### src/rtl/prog_loader.sv
// Boot loader: packs a byte stream into little-endian words, writes them to memory,
// then releases the core from reset after a fixed hold time.
module prog_loader #(
  parameter logic [31:0] BASE_ADDR = 32'h0000_0000,
  parameter int unsigned WORDS     = 256,
  parameter int unsigned RST_HOLD  = 2,
  localparam int unsigned CW       = $clog2(WORDS + 1)
) (
  input  logic          clk,
  input  logic          rst,
  input  logic          in_valid,
  input  logic [7:0]    in_data,
  input  logic          in_last,
  output logic          in_ready,
  output logic          mem_we,
  output logic [31:0]   mem_addr,
  output logic [31:0]   mem_wdata,
  output logic          cpu_rst,
  output logic          done,
  output logic          err,
  output logic [CW-1:0] word_count
);

  localparam int unsigned HW = (RST_HOLD > 1) ? $clog2(RST_HOLD) : 1;

  typedef enum logic [2:0] {StLoad, StWrite, StRelease, StRun, StError} state_e;

  state_e        state_q, state_d;
  logic [1:0]    bidx_q, bidx_d;
  logic [31:0]   buf_q, buf_d;
  logic          last_q, last_d;
  logic [CW-1:0] count_q, count_d;
  logic [31:0]   addr_q, addr_d;
  logic [31:0]   wdata_q, wdata_d;
  logic [HW-1:0] hold_q, hold_d;
  logic [31:0]   word_new;

  always_ff @(posedge clk) begin
    if (rst) begin
      state_q <= StLoad;
      bidx_q  <= 2'd0;
      buf_q   <= 32'd0;
      last_q  <= 1'b0;
      count_q <= '0;
      addr_q  <= BASE_ADDR;
      wdata_q <= 32'd0;
      hold_q  <= '0;
    end else begin
      state_q <= state_d;
      bidx_q  <= bidx_d;
      buf_q   <= buf_d;
      last_q  <= last_d;
      count_q <= count_d;
      addr_q  <= addr_d;
      wdata_q <= wdata_d;
      hold_q  <= hold_d;
    end
  end

  // Buffer with the incoming byte merged at its lane
  always_comb begin
    word_new = buf_q;
    unique case (bidx_q)
      2'd0: word_new[7:0]   = in_data;
      2'd1: word_new[15:8]  = in_data;
      2'd2: word_new[23:16] = in_data;
      2'd3: word_new[31:24] = in_data;
      default: word_new = buf_q;
    endcase
  end

  always_comb begin
    state_d = state_q;
    bidx_d  = bidx_q;
    buf_d   = buf_q;
    last_d  = last_q;
    count_d = count_q;
    addr_d  = addr_q;
    wdata_d = wdata_q;
    hold_d  = hold_q;
    unique case (state_q)
      StLoad: begin
        if (in_valid) begin
          if (count_q == CW'(WORDS)) begin
            state_d = StError;
          end else begin
            buf_d  = word_new;
            bidx_d = bidx_q + 2'd1;
            if (bidx_q == 2'd3 || in_last) begin
              state_d = StWrite;
              last_d  = in_last;
              addr_d  = BASE_ADDR + (32'(count_q) << 2);
              wdata_d = word_new;
            end
          end
        end
      end
      StWrite: begin
        count_d = count_q + CW'(1);
        buf_d   = 32'd0;
        bidx_d  = 2'd0;
        hold_d  = '0;
        state_d = last_q ? StRelease : StLoad;
      end
      StRelease: begin
        if (hold_q == HW'(RST_HOLD - 1)) state_d = StRun;
        else                             hold_d  = hold_q + HW'(1);
      end
      StRun, StError: ;
      default: state_d = StLoad;
    endcase
  end

  assign in_ready   = (state_q == StLoad);
  assign mem_we     = (state_q == StWrite);
  assign mem_addr   = addr_q;
  assign mem_wdata  = wdata_q;
  assign cpu_rst    = (state_q != StRun);
  assign done       = (state_q == StRun);
  assign err        = (state_q == StError);
  assign word_count = count_q;

endmodule

### config.mk
export PLATFORM = sky130hd
export DESIGN_NAME = prog_loader
export DESIGN_NICKNAME = d
export VERILOG_FILES = /design/src/rtl/prog_loader.sv
export SDC_FILE = /design/constraint.sdc
export NUM_CORES = 1
export LEC_CHECK = 0
export CORE_MARGIN = 2
export CORE_UTILIZATION = 48
export CTS_BUF_LIST = sky130_fd_sc_hd__clkbuf_4 sky130_fd_sc_hd__clkbuf_8
export DETAILED_ROUTE_END_ITERATION = 7
export MAX_ROUTING_LAYER = met4
export PLACE_DENSITY = 0.81
export SETUP_SLACK_MARGIN = 0.15
export SYNTH_ARGS = -nofsm -noshare
export SYNTH_HDL_FRONTEND = slang
export SYNTH_SLANG_ARGS = --single-unit
### constraint.sdc
create_clock -name clk -period 1.9 [get_ports clk]
set_clock_uncertainty 0.15 [all_clocks]
set_input_delay 0.19 -clock clk [delete_from_list [all_inputs] [get_ports clk]]
set_output_delay 0.19 -clock clk [all_outputs]
set_load 0.05 [all_outputs]
# Yosys cells after proc, flatten, opt, wreduce, memory -nomap -nowiden
# Index checks and enable logic that the tools add are counted.
[word_totals]
register_bits = 89
input_bits = 12
output_inout_bits = 78
wordCells = 53
[classes]
addsub = 3
n_eq_ne = 13
mux = 18
n_bitwise = 2
n_reduce_logical = 9
[ops]
columns = ["operator", "n"]
rows = [
  ["2-to-1 mux 32 bit", 2],
  ["one-hot mux 32 bit (2 select lines)", 1],
  ["2-to-1 mux 8 bit", 4],
  ["2-to-1 mux 3 bit", 4],
  ["one-hot mux 3 bit (4 select lines)", 1],
  ["adder 9 x 1 -> 9 bit, second input constant", 1],
  ["== test 9 bit, second input constant", 1],
  ["AND reduction 4 bit", 2],
  ["== test 3 x 2 -> 1 bit, second input constant", 2],
  ["2-to-1 mux 2 bit", 3],
  ["inequality test 2 bit, second input constant", 3],
  ["== test 2 bit, second input constant", 2],
  ["one-hot mux 2 bit (2 select lines)", 1],
  ["nonzero test 2 bit", 2],
  ["== test 3 x 1 -> 1 bit, second input constant", 1],
  ["== test 3 bit, second input constant", 1],
  ["logical NOT 3 bit", 1],
  ["inequality test 3 x 1 -> 1 bit, second input constant", 1],
  ["inequality test 3 x 2 -> 1 bit, second input constant", 1],
  ["AND reduction 3 bit", 1],
  ["adder 2 x 1 -> 2 bit, second input constant", 1],
  ["== test 2 x 1 -> 1 bit, second input constant", 1],
  ["logical NOT 2 bit", 1],
  ["inverter 1 bit", 2],
  ["other kinds (5)", 5],
]

# Longest topological paths before layout
# Gate-level depths: netlist (run 1).
[depth]
word_depth = 6
mapped_depth = 7
mapped_depth_nobuf = 5

# Worst setup path after synthesis (run 1)
# OpenSTA, ideal clock, no wires.
[synth_timing]
kind = "register to register"
startpoint = "register count_q[8], in the netlist word_count[8]"
endpoint = "register addr_q[10], in the netlist mem_addr[10]"
setup_ps = 72
arrival_ps = 1997
required_ps = 1678
path_slack_ps = -318
stages_incl_launch_ff = 6
path_buffers = 2
period_less_slack_ps = 2218
cell_sequence = "dfxtp_1 -> or4bb_1 -> buf_2 -> o221ai_4 -> buf_6 -> mux2i_1"
[synth_via]
elab_chain_cells = 3
[synth_rtl]
columns = ["item", "line", "rtl"]
rows = [
  ["start: declaration", "32", "logic [CW-1:0] count_q, count_d;"],
  ["start signal: assignment", "53", "count_q <= count_d;"],
  ["== test 9 bit", "84", "if (count_q == CW'(WORDS)) begin"],
  ["inverter 1 bit (no line)", "--", ""],
  ["AND reduction 4 bit (no line)", "--", ""],
  ["end signal: assignment", "54", "addr_q <= addr_d;"],
  ["end: declaration", "33", "logic [31:0] addr_q, addr_d;"],
]
# Parallel ways exist; a longest one is shown, timed or not.
# A chain may end at the register's enable or synchronous reset.

# Worst setup path in the final report (run 1)
[layout_timing]
startpoint = "register count_q[1], in the netlist word_count[1]"
endpoint = "register wdata_q[18], in the netlist mem_wdata[18]"
[layout_via]
elab_chain_cells = 3
[layout_rtl]
columns = ["item", "line", "rtl"]
rows = [
  ["== test 9 bit", "84", ""],
  ["inverter 1 bit (no line)", "--", ""],
  ["AND reduction 4 bit (no line)", "--", ""],
  ["end signal: assignment", "55", "wdata_q <= wdata_d;"],
  ["end: declaration", "34", "logic [31:0] wdata_q, wdata_d;"],
]
# No other way between the ends.

==> impl_table.tex, run 1 <==
\begin{tabular}{lr}
\hline
Metric & Value \\
\hline
\multicolumn{2}{l}{\textbf{Worst setup path}} \\
\quad CP Launch Type & flip-flop \\
\quad Data required, critical path & 2.04 ns \\
\quad Slowest library cell on the worst path & or4bb\_4 \\
\quad Critical setup path kind & reg -> reg \\
\quad Ordered cell list for the critical path & inv\_4 > ha\_4 > or4bb\_4 > o221ai\_4 > buf\_12 > clkbuf\_16 > mux2i\_1 \\
\quad Largest driver fanout on the critical path & 15 \\
\quad CP endpoint kind & flip-flop \\
\quad Data arrival time of the critical path & 2.15 ns \\
\quad Worst path max stage delay & 0.49 ns \\
\multicolumn{2}{l}{\textbf{Synth}} \\
\quad Post-synth top flop & dfxtp\_1 \\
\quad Avg Synthesized Cell Area & 9.50 um2 \\
\quad Top post-synthesis cells by area & dfxtp\_1 (41\%), mux2i\_1 (17\%), mux2\_2 (8.5\%) \\
\quad Share of the synthesized area in the top cell type & 41.0\% \\
\quad Warning count from the yosys run & 0 \\
\quad Most used standard cell by instance count after synthesis & dfxtp\_1 \\
\quad Async S/R FF share, synth & 0\% \\
\quad Number of flip-flops and latches in the synthesized netlist & 89 \\
\quad Synth area leader & dfxtp\_1 \\
\quad Number of cells produced by synthesis & 458 \\
\quad Number of distinct library cell variants in the gate-level netlist after synthesis & 40 \\
\quad Number of enable-type register cells in the synthesized netlist & 0 \\
\quad Seq/Total Area, Yosys & 41.0\% \\
\quad Synth top cells by count & dfxtp\_1 (89), nand2\_1 (86), mux2i\_1 (75), nand3\_1 (46), mux2\_2 (33) \\
\quad Netlist area before placement & 4350 um2 \\
\multicolumn{2}{l}{\textbf{Routing}} \\
\quad Number of vias in the routed layout & between 3000 and 4000 \\
\quad Initial DRC Count & roughly 190 \\
\quad First drt pass iteration count & 4 \\
\quad Overall routed net length & 10.1 mm \\
\quad Via count normalized by instance count & $\sim$5.4 \\
\quad ANT nets after route & 0 \\
\quad DRC violation count after routing & 0 \\
\quad Routed wirelength normalized by instance count & 15.6 um \\
\multicolumn{2}{l}{\textbf{Final layout}} \\
\quad Syn-to-layout area delta & 30.0\% \\
\quad Number of cells in the finished layout apart from fillers & 650 \\
\quad Final std cell area, no fill & 5660 um2 \\
\quad Number of nets in the layout & 555 \\
\quad \# diodes & 0 \\
\quad Proportion of layout cells with a drive suffix above 1 & between 20\% and 30\% \\
\multicolumn{2}{l}{\textbf{Global route}} \\
\quad Via count of the first global-routing pass & 3278 \\
\quad Antenna violations before repair & 0 \\
\quad Largest net degree at the start of global routing & 78 \\
\quad GR Overflow Total & 0 \\
\quad GRT Overall Usage & 20.7\% \\
\quad First-pass GRT wire length & 16.2 mm \\
\multicolumn{2}{l}{\textbf{CTS}} \\
\quad H-Tree Depth & 3 \\
\quad CTS tree & yes \\
\quad Clk sinks & 89 \\
\quad Clock Tree Root & clkbuf\_8 \\
\quad Clock-pin slew of the registers on the worst-case setup and hold paths & 0.09 ns \\
\quad Number of buffers between clock root and the deepest sink & 2 \\
\quad Hold buffer count at cts & 0 \\
\quad Worst-skew pair later-pin latency & 0.36 ns \\
\quad Number of buffers added by the clock tree synthesis step & 9 \\
\multicolumn{2}{l}{\textbf{Die}} \\
\quad Die area & 9840 um2 \\
\quad Row count & 34 \\
\quad Std-Cell Core Area & roughly 8800 um2 \\
\quad Top-level I/O count & 90 \\
\quad Die H & 99.2 um \\
\quad Initial standard-cell utilization of the core & just under 50\% \\
\quad Die Width & 99.2 um \\
\multicolumn{2}{l}{\textbf{Outcome}} \\
\quad Violations in the final reports & setup timing \\
\quad Outcome & finished with violations \\
\multicolumn{2}{l}{\textbf{Pwr}} \\
\quad Leakage Power & 2.69 nW \\
\quad Power density over the cells & approximately 750 nW/um2 \\
\quad Total power & 4.24 mW \\
\quad IR Drop Worst-Case VDD & 0.424 mV \\
\multicolumn{2}{l}{\textbf{Timing}} \\
\quad Final min period & 2.01 ns \\
\quad Unrepaired setup endpoints after global routing & yes \\
\quad Post-route worst hold slack & 0.309 ns \\
\quad Highest clock frequency the design can meet & slightly below 0.5 GHz \\
\quad Final period util & 106\% \\
\quad Final setup slack of the worst path & -0.113 ns \\
\quad Final count of pins violating max slew & 0 \\
\quad Final Setup Violations & 67 \\
\quad Final hold viol count & 0 \\
\multicolumn{2}{l}{\textbf{Place}} \\
\quad Routability-driven placement congestion ratio & 0.838 \\
\quad \# port buffers & between 60 and 70 \\
\quad Worst slack at placement & -0.146 ns \\
\quad Hpwl dp & 6.47 mm \\
\quad Placed insts & 628 \\
\quad Post-detailed-placement cell area & 5280 um2 \\
\multicolumn{2}{l}{\textbf{Flow run}} \\
\quad Number of max-cap violations & 0 \\
\multicolumn{2}{l}{\textbf{Min path}} \\
\quad Class of the tightest hold or removal check & reg -> reg \\
\hline
\end{tabular}
-- repair_timing --
action,4_1_cts,5_1_grt
cloned,0,2
buffers inserted,1,3
pin swaps,6,4
endpoints found under the setup margin,110,81
gates resized for setup,46,13
-- layout make-up --
type / count / area [um2]
clock buffer: 9 / 124
sequential: 89 / 1800
inverter: 8 / 43.8
fill: 704 / 3110
tap: 108 / 135
timing repair buffer: 105 / 1100
multi-input combinational: 324 / 2350
clock inverter: 7 / 103
-- where the power goes --
group	switching [mW]	leakage, nW	internal (mW)
Combinational	0.497	1.84	0.323
Clock	0.714	0.116	0.757
Sequential	0.0324	0.726	1.92
Total	1.24	2.69	3.00
-- flip-flops by register name (all words and copies together), names as in the netlist --
| signal | count |
|---|---|
| word_count | 9 |
| buf_q | 32 |
| mem_wdata | 32 |
| last_q | 1 |
| hold_q | 1 |
| state_q | 3 |
| bidx_q | 2 |
| mem_addr | 9 |
-- metal layers --
metal | GRT usage [%] | part of all wire (%) | up-vias
met5 | - | 0 | -
met4 | 8.85 | 2.0 | 0
met3 | 2.81 | 5.2 | 19
met2 | 29.7 | 45 | 119
met1 | 29.1 | 48 | 1659
li1 | - | - | 1699
-- worst max-delay path, delay by kind of cell, from the launching register on --
| family | cells | cell delay (ns) |
|---|---|---|
| AND/OR/NAND/NOR | 1 | 0.49 |
| adder cells (fa/ha/maj) | 1 | 0.12 |
| multiplexers | 1 | 0.20 |
| buffers and inverters | 3 | 0.40 |
| flip-flops | 1 | 0.36 |
| AO/OA/AOI/OAI | 1 | 0.21 |
-- kinds of logic (layout without fill, tap and decap cells) --
group / Yosys count / count (layout) / synth area share (%)
flops: 89 / 89 / 41.0
simple gates: 157 / 157 / 16.9
xor+xnor: 1 / 1 / 0.201
fa+ha+maj: 6 / 6 / 1.73
buf+inv: 67 / 129 / 8.63
mux: 108 / 108 / 25.8
compound gates: 29 / 29 / 5.70
other cells: 1 / 23 / 0.0862
-- stage by stage --
stage,util [%],TNS [ns]
global placement,60.2,-1.70
finish,64.5,-3.17
detailed placement,60.2,-3.66
floorplan,-,-5.62
CTS,63.0,-1.77
global route,64.5,-7.15
-- worst paths after layout --
path,from,endpoint,slack [ns],cells after the start
min,mem_addr[10]$_SDFFE_PP0P_,mem_addr[10]$_SDFFE_PP0P_,0.31,2
min reg2reg,mem_addr[10]$_SDFFE_PP0P_,mem_addr[10]$_SDFFE_PP0P_,0.31,2
max,word_count[1]$_SDFFE_PP0N_,mem_wdata[18]$_SDFFE_PP0P_,-0.11,7
max reg2reg,word_count[1]$_SDFFE_PP0N_,mem_wdata[18]$_SDFFE_PP0P_,-0.11,7
-- cells in the final DEF (no fill, tap or decap), types with 2 or more instances in the layout --
cell / Yosys / final
o31ai_1: 4 / 4
clkbuf_8: 0 / 9
clkbuf_16: 0 / 2
o211ai_4: 3 / 3
nor2_1: 3 / 3
or3_1: 3 / 3
dfxtp_4: 0 / 4
a21oi_1: 10 / 7
ha_1: 6 / 5
mux2_2: 33 / 33
clkinv_4: 0 / 2
dfxtp_1: 89 / 79
buf_12: 0 / 14
or4_1: 5 / 4
buf_6: 4 / 7
dlygate4sd2_1: 0 / 31
nand2_1: 86 / 86
a21oi_2: 0 / 3
inv_1: 7 / 3
clkdlybuf4s50_1: 0 / 11
nor3_1: 3 / 2
nor2b_1: 2 / 2
mux2i_1: 75 / 74
nand4_1: 2 / 2
clkinv_2: 0 / 2
buf_4: 23 / 39
o21ai_0: 4 / 4
inv_4: 0 / 2
clkinvlp_4: 0 / 2
dfxtp_2: 0 / 6
conb_1: 1 / 23
nand3_1: 46 / 45
bufinv_16: 0 / 2
Note: power is estimated with default switching activity, not from simulation.
==> run 2, diff against run 1 <==
CORE_UTILIZATION = 59   (was 48)
DONT_BUFFER_PORTS = 1   (was unset)
PLACE_DENSITY = 0.8   (was 0.81)
==> run 2 against run 1 <==
Against the previous run:
- the flow finishes with violations (hold timing, setup timing)
- highest routed layer unchanged
- maximum frequency decreased by 4.5%
- final cell count decreased by 4.5%
- critical endpoint is now buf_q[5]$_SDFFE_PP0P_
- sequential cell count unchanged
==> impl_table.tex, run 2 (same netlist as run 1, synthesis figures left out) <==
\begin{tabular}{lr}
\hline
Metric & Value \\
\hline
\multicolumn{2}{l}{\textbf{Outcome}} \\
\quad Outcome & finished with violations \\
\quad Violations in the final reports & hold timing, setup timing \\
\multicolumn{2}{l}{\textbf{Final layout}} \\
\quad Syn-to-layout area delta & 26.8\% \\
\quad \# diodes & 0 \\
\quad Final core occ & 76.4\% \\
\quad Commonest cells after routing, fill and taps aside & nand2\_1 (86), dfxtp\_1 (79), mux2i\_1 (74), nand3\_1 (45), buf\_4 (42) \\
\quad Proportion of layout cells with a drive suffix above 1 & 31.2\% \\
\quad Final std cell area, no fill & about 5500 um2 \\
\quad Number of nets in the layout & 536 \\
\quad Most frequent standard cell in the layout excluding fill and tap cells & nand2\_1 \\
\multicolumn{2}{l}{\textbf{Pwr}} \\
\quad Power density over the cells & a little under 800 nW/um2 \\
\quad Leakage Power & 2.49 nW \\
\quad IR Drop Worst-Case VDD & 0.570 mV \\
\multicolumn{2}{l}{\textbf{Timing}} \\
\quad Final count of pins violating max slew & 0 \\
\quad Final Setup Violations & 76 \\
\quad Final period util & 111\% \\
\quad Post-route worst hold slack & -0.00983 ns \\
\quad Highest clock frequency the design can meet & 0.474 GHz \\
\quad Final setup slack of the worst path & -0.209 ns \\
\quad Summed negative setup slack over all endpoints & -9.64 ns \\
\quad Worst max-slew margin expressed relative to the limit & 54.4\% \\
\quad Final hold viol count & 2 \\
\quad Slew @ Worst Pin & 0.681 ns \\
\quad Unrepaired setup endpoints after global routing & yes \\
\quad Final min period & 2.11 ns \\
\multicolumn{2}{l}{\textbf{Min path}} \\
\quad Cell count of the worst hold path & 3 \\
\quad Worst min-delay path startpoint & in\_data[2] \\
\quad Class of the tightest hold or removal check & in -> reg \\
\quad Hold Path End & mem\_wdata[10]\$\_SDFFE\_PP0P\_ \\
\multicolumn{2}{l}{\textbf{CTS}} \\
\quad Clock Tree Root & clkbuf\_8 \\
\quad Clk sinks & 89 \\
\quad CTS tree & yes \\
\quad Number of buffers added by the clock tree synthesis step & 9 \\
\quad Number of buffers between clock root and the deepest sink & 2 \\
\quad Clock-pin slew of the registers on the worst-case setup and hold paths & around 0.10 ns \\
\quad H-Tree Depth & 3 \\
\quad Worst-skew pair later-pin latency & 0.38 ns \\
\multicolumn{2}{l}{\textbf{Routing}} \\
\quad Initial DRC Count & approximately 520 \\
\quad Via count normalized by instance count & 6.12 \\
\quad Number of vias in the routed layout & 3798 \\
\quad Overall routed net length & 12.8 mm \\
\quad Routed wirelength normalized by instance count & just over 20 um \\
\quad ANT nets after route & 0 \\
\quad DRC violation count after routing & 0 \\
\quad First drt pass iteration count & 6 \\
\multicolumn{2}{l}{\textbf{Global route}} \\
\quad Antenna violations before repair & 0 \\
\quad Largest net degree at the start of global routing & 37 \\
\quad Via count of the first global-routing pass & around 3200 \\
\quad GRT Overall Usage & 26.8\% \\
\quad GR Overflow Total & 0 \\
\quad First-pass GRT wire length & roughly 17 mm \\
\multicolumn{2}{l}{\textbf{Die}} \\
\quad Row count & 31 \\
\quad Std-Cell Core Area & 7210 um2 \\
\quad Top-level I/O count & 90 \\
\quad Die area & 8080 um2 \\
\quad Die H & 89.9 um \\
\quad Initial standard-cell utilization of the core & 60.3\% \\
\quad Die Width & 89.9 um \\
\multicolumn{2}{l}{\textbf{Worst setup path}} \\
\quad Number of cell instances on the worst register-to-register path & 7 \\
\quad Crit path buf inv count & 3 \\
\quad Ordered cell list for the critical path & inv\_2 > ha\_4 > or4bb\_4 > buf\_6 > o211ai\_4 > buf\_12 > mux2i\_1 \\
\quad CP Launch Type & flip-flop \\
\quad R2r endpoint & buf\_q[5]\$\_SDFFE\_PP0P\_ \\
\quad R2R Path Start & word\_count[1]\$\_SDFFE\_PP0N\_ \\
\quad Critical setup path kind & reg -> reg \\
\quad Largest driver fanout on the critical path & 8 \\
\quad Minimum setup slack among reg-to-reg paths & -0.21 ns \\
\quad Timing startpoint of the critical path & word\_count[1]\$\_SDFFE\_PP0N\_ \\
\quad Worst path max stage delay & approximately 0.51 ns \\
\quad Slowest library cell on the worst path & or4bb\_4 \\
\quad Kind of cell adding the most delay to the critical path & simple AND/OR/NAND/NOR gates \\
\quad Data arrival time of the critical path & 2.25 ns \\
\quad CP endpoint kind & flip-flop \\
\quad Data required, critical path & a little over 2 ns \\
\multicolumn{2}{l}{\textbf{Place}} \\
\quad \# port buffers & 0 \\
\quad Routability-driven placement congestion ratio & 0.809 \\
\quad Post-detailed-placement cell area & roughly 4700 um2 \\
\quad Worst slack at placement & -0.128 ns \\
\quad Hpwl dp & approximately 6.4 mm \\
\multicolumn{2}{l}{\textbf{Flow run}} \\
\quad Number of max-cap violations & 0 \\
\hline
\end{tabular}
[run 2: cell types whose count changed in the layout (fill, tap and decap cells not counted), sizes merged]
cell           delta
dlygate4sd2      -31
dlygate4sd3      +12
buf              +11
clkdlybuf4s50    -11
clkinv            -2
inv               +1
[run 2: power breakdown]
part	internal [mW]	switching (mW)
combinational	0.345	0.481
sequential	1.92	0.0940
clock	0.743	0.736
[run 2: worst max-delay path by stage]
stage | to | slack (ns) | cells after the start
2_1_floorplan | mem_addr[10]$_SDFFE_PP0P_ | -0.11 | 6
3_3_place_gp | buf_q[13]$_SDFFE_PP0P_ | -0.05 | 7
3_5_place_dp | buf_q[21]$_SDFFE_PP0P_ | -0.13 | 7
4_1_cts | mem_wdata[29]$_SDFFE_PP0P_ | -0.08 | 7
5_1_grt | mem_addr[4]$_SDFFE_PP0P_ | -0.25 | 7
6_report | buf_q[5]$_SDFFE_PP0P_ | -0.21 | 7
[run 2: layout make-up]
class                      count  area, um2
tap                           99        124
multi-input combinational    324       2390
inverter                       8       41.3
clock inverter                 6       88.8
timing repair buffer          86        938
clock buffer                   9        124
fill                         447       1700
sequential                    89       1800
[run 2: per-layer routing]
metal	GRT usage, %	share of wire (%)	up-vias	routed length [um]
met5	-	0	-	0
li1	-	-	1663	-
met4	10.6	3.6	0	467
met1	35.5	40	1800	5170
met3	7.04	10	57	1310
met2	39.3	46	278	5890
[run 2: timing repair]
item | in CTS | in global routing
buffers inserted | 6 | 17
endpoints found under the hold margin | 63 | 3
endpoints found under the setup margin | 79 | 82
resized for setup | 19 | 37
hold buffers | 11 | 1
cloned | 2 | 2
pin swaps | 6 | 14
[run 2: worst min-delay path: stages]
cell and delay, ns:
mux2_2 0.12, nand2_1 0.05, mux2i_1 0.11
[run 2: metrics by stage]
stage	cells	power [mW]
after floorplan	480	2.59
after global placement	567	2.66
final	621	4.32
after detailed placement	567	2.68
after CTS	601	4.18
after global routing	621	4.42
